`src/rtl/fetch_stage.sv`:
```
`default_nettype none
// ============================================================================
// Module      : fetch_stage
// Description : PC register, next-PC resolution from execute-stage branch/jump
//               outcome, and the IF/ID pipeline register feeding decode.
// Revision    : 1.0 - initial release
// ============================================================================
module fetch_stage #(
    parameter int unsigned           DATA_WIDTH = 32,
    parameter logic [DATA_WIDTH-1:0] RESET_PC   = 32'h0000_0000,
    parameter logic [DATA_WIDTH-1:0] NOP_INSTR  = 32'h0000_0013
) (
    input  logic                  clk,
    input  logic                  rst,
    output logic [DATA_WIDTH-1:0] imem_addr,
    input  logic [DATA_WIDTH-1:0] imem_rdata,
    input  logic                  stall_f,
    input  logic                  stall_d,
    input  logic                  flush_d,
    input  logic                  jump_e,
    input  logic                  jret_e,
    input  logic                  beq_e,
    input  logic                  bne_e,
    input  logic                  zero_e,
    input  logic [DATA_WIDTH-1:0] pc_target_e,
    input  logic [DATA_WIDTH-1:0] alu_result_e,
    output logic [DATA_WIDTH-1:0] instr_d,
    output logic [DATA_WIDTH-1:0] pc_d,
    output logic [DATA_WIDTH-1:0] pc_plus4_d,
    output logic                  valid_d,
    output logic                  redirect_e,
    output logic                  misalign_err
);

    localparam logic [0:0]            c_BOOT    = 1'b0;
    localparam logic [0:0]            c_RUN     = 1'b1;
    localparam logic [DATA_WIDTH-1:0] c_FOUR    = DATA_WIDTH'(4);
    localparam logic [DATA_WIDTH-1:0] c_LSB_CLR = ~DATA_WIDTH'(1);
    localparam logic [DATA_WIDTH-1:0] c_WRD_CLR = ~DATA_WIDTH'(3);

    logic [0:0]            r_state;
    logic [0:0]            w_state_next;
    logic [DATA_WIDTH-1:0] r_pc_f;
    logic [DATA_WIDTH-1:0] r_instr_d;
    logic [DATA_WIDTH-1:0] r_pc_d;
    logic [DATA_WIDTH-1:0] r_pc_plus4_d;
    logic                  r_valid_d;
    logic                  r_misalign;

    logic                  w_taken;
    logic                  w_redirect;
    logic [DATA_WIDTH-1:0] w_target;
    logic [DATA_WIDTH-1:0] w_pc_plus4;
    logic                  w_run;

    assign w_run      = (r_state == c_RUN);
    assign w_taken    = jump_e | (beq_e & zero_e) | (bne_e & ~zero_e);
    assign w_redirect = w_run & ~rst & (jret_e | w_taken);
    // JALR clears bit 0 of rs1+imm; the PC itself is always forced word-aligned
    assign w_target   = jret_e ? (alu_result_e & c_LSB_CLR) : pc_target_e;
    assign w_pc_plus4 = r_pc_f + c_FOUR;

    always_ff @(posedge clk) begin
        if (rst) begin
            r_state <= c_BOOT;
        end else begin
            r_state <= w_state_next;
        end
    end

    always_comb begin
        w_state_next = r_state;
        case (r_state)
            c_BOOT:  w_state_next = c_RUN;
            c_RUN:   w_state_next = c_RUN;
            default: w_state_next = c_BOOT;
        endcase
    end

    always_ff @(posedge clk) begin
        if (rst) begin
            r_pc_f <= RESET_PC;
        end else if (!w_run) begin
            r_pc_f <= RESET_PC;
        end else if (w_redirect) begin
            r_pc_f <= w_target & c_WRD_CLR;
        end else if (!stall_f) begin
            r_pc_f <= w_pc_plus4;
        end
    end

    // Bubbles keep pc_d/pc_plus4_d so the link value of the last real op survives
    always_ff @(posedge clk) begin
        if (rst) begin
            r_instr_d    <= NOP_INSTR;
            r_pc_d       <= '0;
            r_pc_plus4_d <= '0;
            r_valid_d    <= 1'b0;
        end else if (!w_run || w_redirect || flush_d) begin
            r_instr_d    <= NOP_INSTR;
            r_valid_d    <= 1'b0;
        end else if (!stall_d) begin
            r_instr_d    <= imem_rdata;
            r_pc_d       <= r_pc_f;
            r_pc_plus4_d <= w_pc_plus4;
            r_valid_d    <= 1'b1;
        end
    end

    always_ff @(posedge clk) begin
        if (rst) begin
            r_misalign <= 1'b0;
        end else if (w_redirect && (w_target[1:0] != 2'b00)) begin
            r_misalign <= 1'b1;
        end
    end

    assign imem_addr    = r_pc_f;
    assign instr_d      = r_instr_d;
    assign pc_d         = r_pc_d;
    assign pc_plus4_d   = r_pc_plus4_d;
    assign valid_d      = r_valid_d;
    assign redirect_e   = w_redirect;
    assign misalign_err = r_misalign;

endmodule
`default_nettype wire

```
`config.mk`:
```
export PLATFORM = sky130hd
export DESIGN_NAME = fetch_stage
export DESIGN_NICKNAME = d
export VERILOG_FILES = /design/src/rtl/fetch_stage.sv
export SDC_FILE = /design/constraint.sdc
export NUM_CORES = 1
export LEC_CHECK = 0
export ABC_AREA = 1
export BUFFER_PORTS_ARGS = -buffer_cell sky130_fd_sc_hd__buf_2
export CAP_MARGIN = 10
export CORE_MARGIN = 4
export CORE_UTILIZATION = 45
export DETAILED_ROUTE_END_ITERATION = 6
export PLACE_DENSITY = 0.75
export SLEW_MARGIN = 20
export SYNTH_ARGS = -nofsm -noshare
export SYNTH_HDL_FRONTEND = slang
export SYNTH_SLANG_ARGS = --single-unit
```
`constraint.sdc`:
```
create_clock -name clk -period 2.55 [get_ports clk]
set_input_delay 0.3825 -clock clk [delete_from_list [all_inputs] [get_ports clk]]
set_output_delay 0.3825 -clock clk [all_outputs]
set_load 0.02 [all_outputs]
```
==> results.cfg <==
[run_status]
status = completed

[pwr]
p_sw_frac = 0.263
finalPower_w = 0.00501
power.share.combinational = 0.110
p_int_w = 0.00369
vdd_drop_max_uv = 467
p_sw_w = 0.00132
clkPwrFrac = 0.477
cellPowerDensity_nw_per_um2 = 652
power.leakage_nw = 3.82
p_seq_frac = 0.413

[route]
vias = 6432
wirelength_um = 18400
routedWlPerCell_um = 14.2
drtIter0Drc = 482
antenna_left = 0
drc = 0
dr.pass1.iters = 5
avgViaCountPerCell = 4.98

[synth]
ys_warn_count = 0
synth_cell_types = 29
synth_seq_cells = 125
avgSynthCellArea_um2 = 6.58
syn_inst = 894
syn_area_um2 = 5880
yosysSeqAreaShare = 0.425

[setup_path]
crit_path_top_delay_cell = dfxtp_1
worstSetupPathType = reg -> reg
crit_path_end_kind = flip-flop
cp_num_buf_inv = 2
arrival_ns = 2.26
cp-start-kind = flip-flop
crit_top_cell = nand2_1
required_ns = 2.87
critical_path.max_fanout = 6
cp_top_family = simple AND/OR/NAND/NOR gates
slowest_delay_ns = 0.47
reg2reg_setup_slack_ns = 0.60
cp-startpoint = imem_addr[3]
cp_cell_sequence = ha_1, inv_1, nor2_1, nand2_1, nor2_1, nand3_1, nand2_1, nand2_1, nand2_1, inv_1
r2r-start = imem_addr[3]

[job]
max-cap-violations = 0

[timing]
min_period_ns = 1.95
timing.slew.headroom = 0.419
rsz0062_at_grt = false
tightest_slew_ns = 0.870
min_period_over_period = 0.763
fin_tns_setup_ns = 0
drv_slew = 0
fmax_mhz = 514
skew_ns = 0.0115
hold_viol = 0
finalSetupViolCount = 0

[clocking]
cts_root_buffer = clkbuf_16
cts_tree = yes
post_cts_buffers = 0
htree_levels = 4
cts.sinks = 125
ctsResizeCount = 0
cts_hold_buf = 0
clockBufferDepth = 2
insertion_delay_ns = 0.43
cts_buffers = 17
cts.clk_slew.worst_paths_ns = 0.05

[grt]
antenna_found_initial = 0
grt_max_degree = 89
overflow = 0
grt_pass1_vias = 6085
grtUsageTotal = 0.249
grt_pass1_wl_um = 29400

[placement]
dp_hpwl_um = 13200
routabilityCongestion = 0.849
numPortBuffers = 229

[final_layout]
fin_util = 0.603
multi_input_area_um2 = 2870
n_antenna_cell = 0
drive_gt1_frac = 0.255
syn2layout_area_growth_pct = 30.5
seq_area_um2 = 2500
n_fill_cell = 1293
nNetsFinal = 1213

[die]
pin_count = 237
coreArea_um2 = 12700
die_x_um = 122
die_h_um = 122
std_cell_rows = 41
initial_core_util = 0.462
dieArea_um2 = 15000

[worst_hold_path]
hold_class = in -> reg
hp-start = imem_rdata[0]
cell usage in the layout (no fill, tap or decap), drive strengths merged:
cell	Yosys	layout
nand4	1	1
a21oi	78	78
nor2	112	112
dfxtp	125	125
clkinv	0	5
clkinvlp	0	2
buf	30	240
nand2	307	307
a31oi	2	2
or2	4	4
xnor2	6	6
ha	1	1
xor2	5	5
o21a	9	9
nand3b	1	1
clkbuf	22	20
o211ai	2	2
inv	69	72
o21ai	77	77
bufinv	0	2
and2	1	1
nand3	41	41
conb	1	6
kinds of logic after synthesis:
logic type | after synthesis | synth area share
other | 1 | 0.000638
flip-flops | 125 | 0.425
adder cells (fa/ha/maj) | 1 | 0.00213
XOR/XNOR | 11 | 0.0164
AND/OR/NAND/NOR | 467 | 0.318
buffers and inverters | 121 | 0.0893
AO/OA/AOI/OAI | 168 | 0.148
through the flow:
step	setup slack [ns]	cell area, um^2	std cells	hold WS, ns
final	0.605	7670	1291	0.173
after global routing	0.376	7670	1291	0.178
after CTS	0.647	7670	1291	0.160
after detailed placement	0.606	7090	1259	0.443
after global placement	0.609	7090	1259	0.439
after floorplan	0.934	5900	899	0.452
power by group through the flow:
stage / Clock (W) / Sequential, W / Combinational (W)
floorplan: 0 / 0.00218 / 0.000265
global placement: 0 / 0.00211 / 0.000549
detailed placement: 0 / 0.00211 / 0.000553
CTS: 0.00242 / 0.00207 / 0.000556
global route: 0.00250 / 0.00208 / 0.000616
finish: 0.00239 / 0.00207 / 0.000553
cell type report:
class | instances | share of cell area
sequential | 125 | 0.326
inverter | 69 | 0.0337
multi-input combinational | 653 | 0.374
clock inverter | 12 | 0.0179
tap | 172 | 0.0280
clock buffer | 20 | 0.0582
timing repair buffer | 240 | 0.162
synth_stat cells:
| cell | count | area (um^2) |
|---|---|---|
| dfxtp_1 | 125 | 2500 |
| inv_2 | 2 | 7.51 |
| clkbuf_1 | 21 | 78.8 |
| buf_2 | 17 | 85.1 |
| xnor2_1 | 6 | 52.6 |
| inv_1 | 67 | 251 |
| nand2_1 | 304 | 1140 |
| nor2_1 | 106 | 398 |
| o21a_1 | 9 | 67.6 |
| nand2_2 | 3 | 18.8 |
| nor2_4 | 5 | 56.3 |
| ha_1 | 1 | 12.5 |
| nand4_1 | 1 | 6.26 |
| o21ai_0 | 76 | 380 |
| nand3_1 | 41 | 205 |
| or2_2 | 4 | 25.0 |
| nand3b_1 | 1 | 7.51 |
| conb_1 | 1 | 3.75 |
| and2_1 | 1 | 6.26 |
| buf_6 | 1 | 11.3 |
| buf_1 | 1 | 3.75 |
| buf_4 | 11 | 82.6 |
| nor2_2 | 1 | 6.26 |
| o21ai_1 | 1 | 5.00 |
| xor2_1 | 5 | 43.8 |
| clkbuf_2 | 1 | 5.00 |
| a21oi_1 | 78 | 390 |
| a31oi_1 | 2 | 12.5 |
| o211ai_1 | 2 | 15.0 |
tightest hold or removal path, cell delays in order:
cell,delay [ns]
buf_2,0.07
nand2_1,0.04
nand3_1,0.06
path summary, 6_finish.rpt:
check | to | cells past startpoint
setup / recovery | pc_plus4_d[30] | 10
hold / removal | instr_d[0] | 3
setup reg to reg | pc_plus4_d[30] | 10
hold reg to reg | misalign_err | 2
layer usage:
metal,vias to the layer above,share of wire,track usage
li1,3234,-,-
met1,2921,0.40,0.296
met2,243,0.48,0.422
met3,34,0.085,0.0700
met4,0,0.028,0.106
met5,-,0,0
state kept, by name, summed over array words and instances, names as in the netlist:
| name | cells |
|---|---|
| imem_addr | 30 |
| instr_d | 32 |
| misalign_err | 1 |
| pc_d | 30 |
| pc_plus4_d | 30 |
| r_state | 1 |
| valid_d | 1 |
Power figures use the tool's default switching activity.
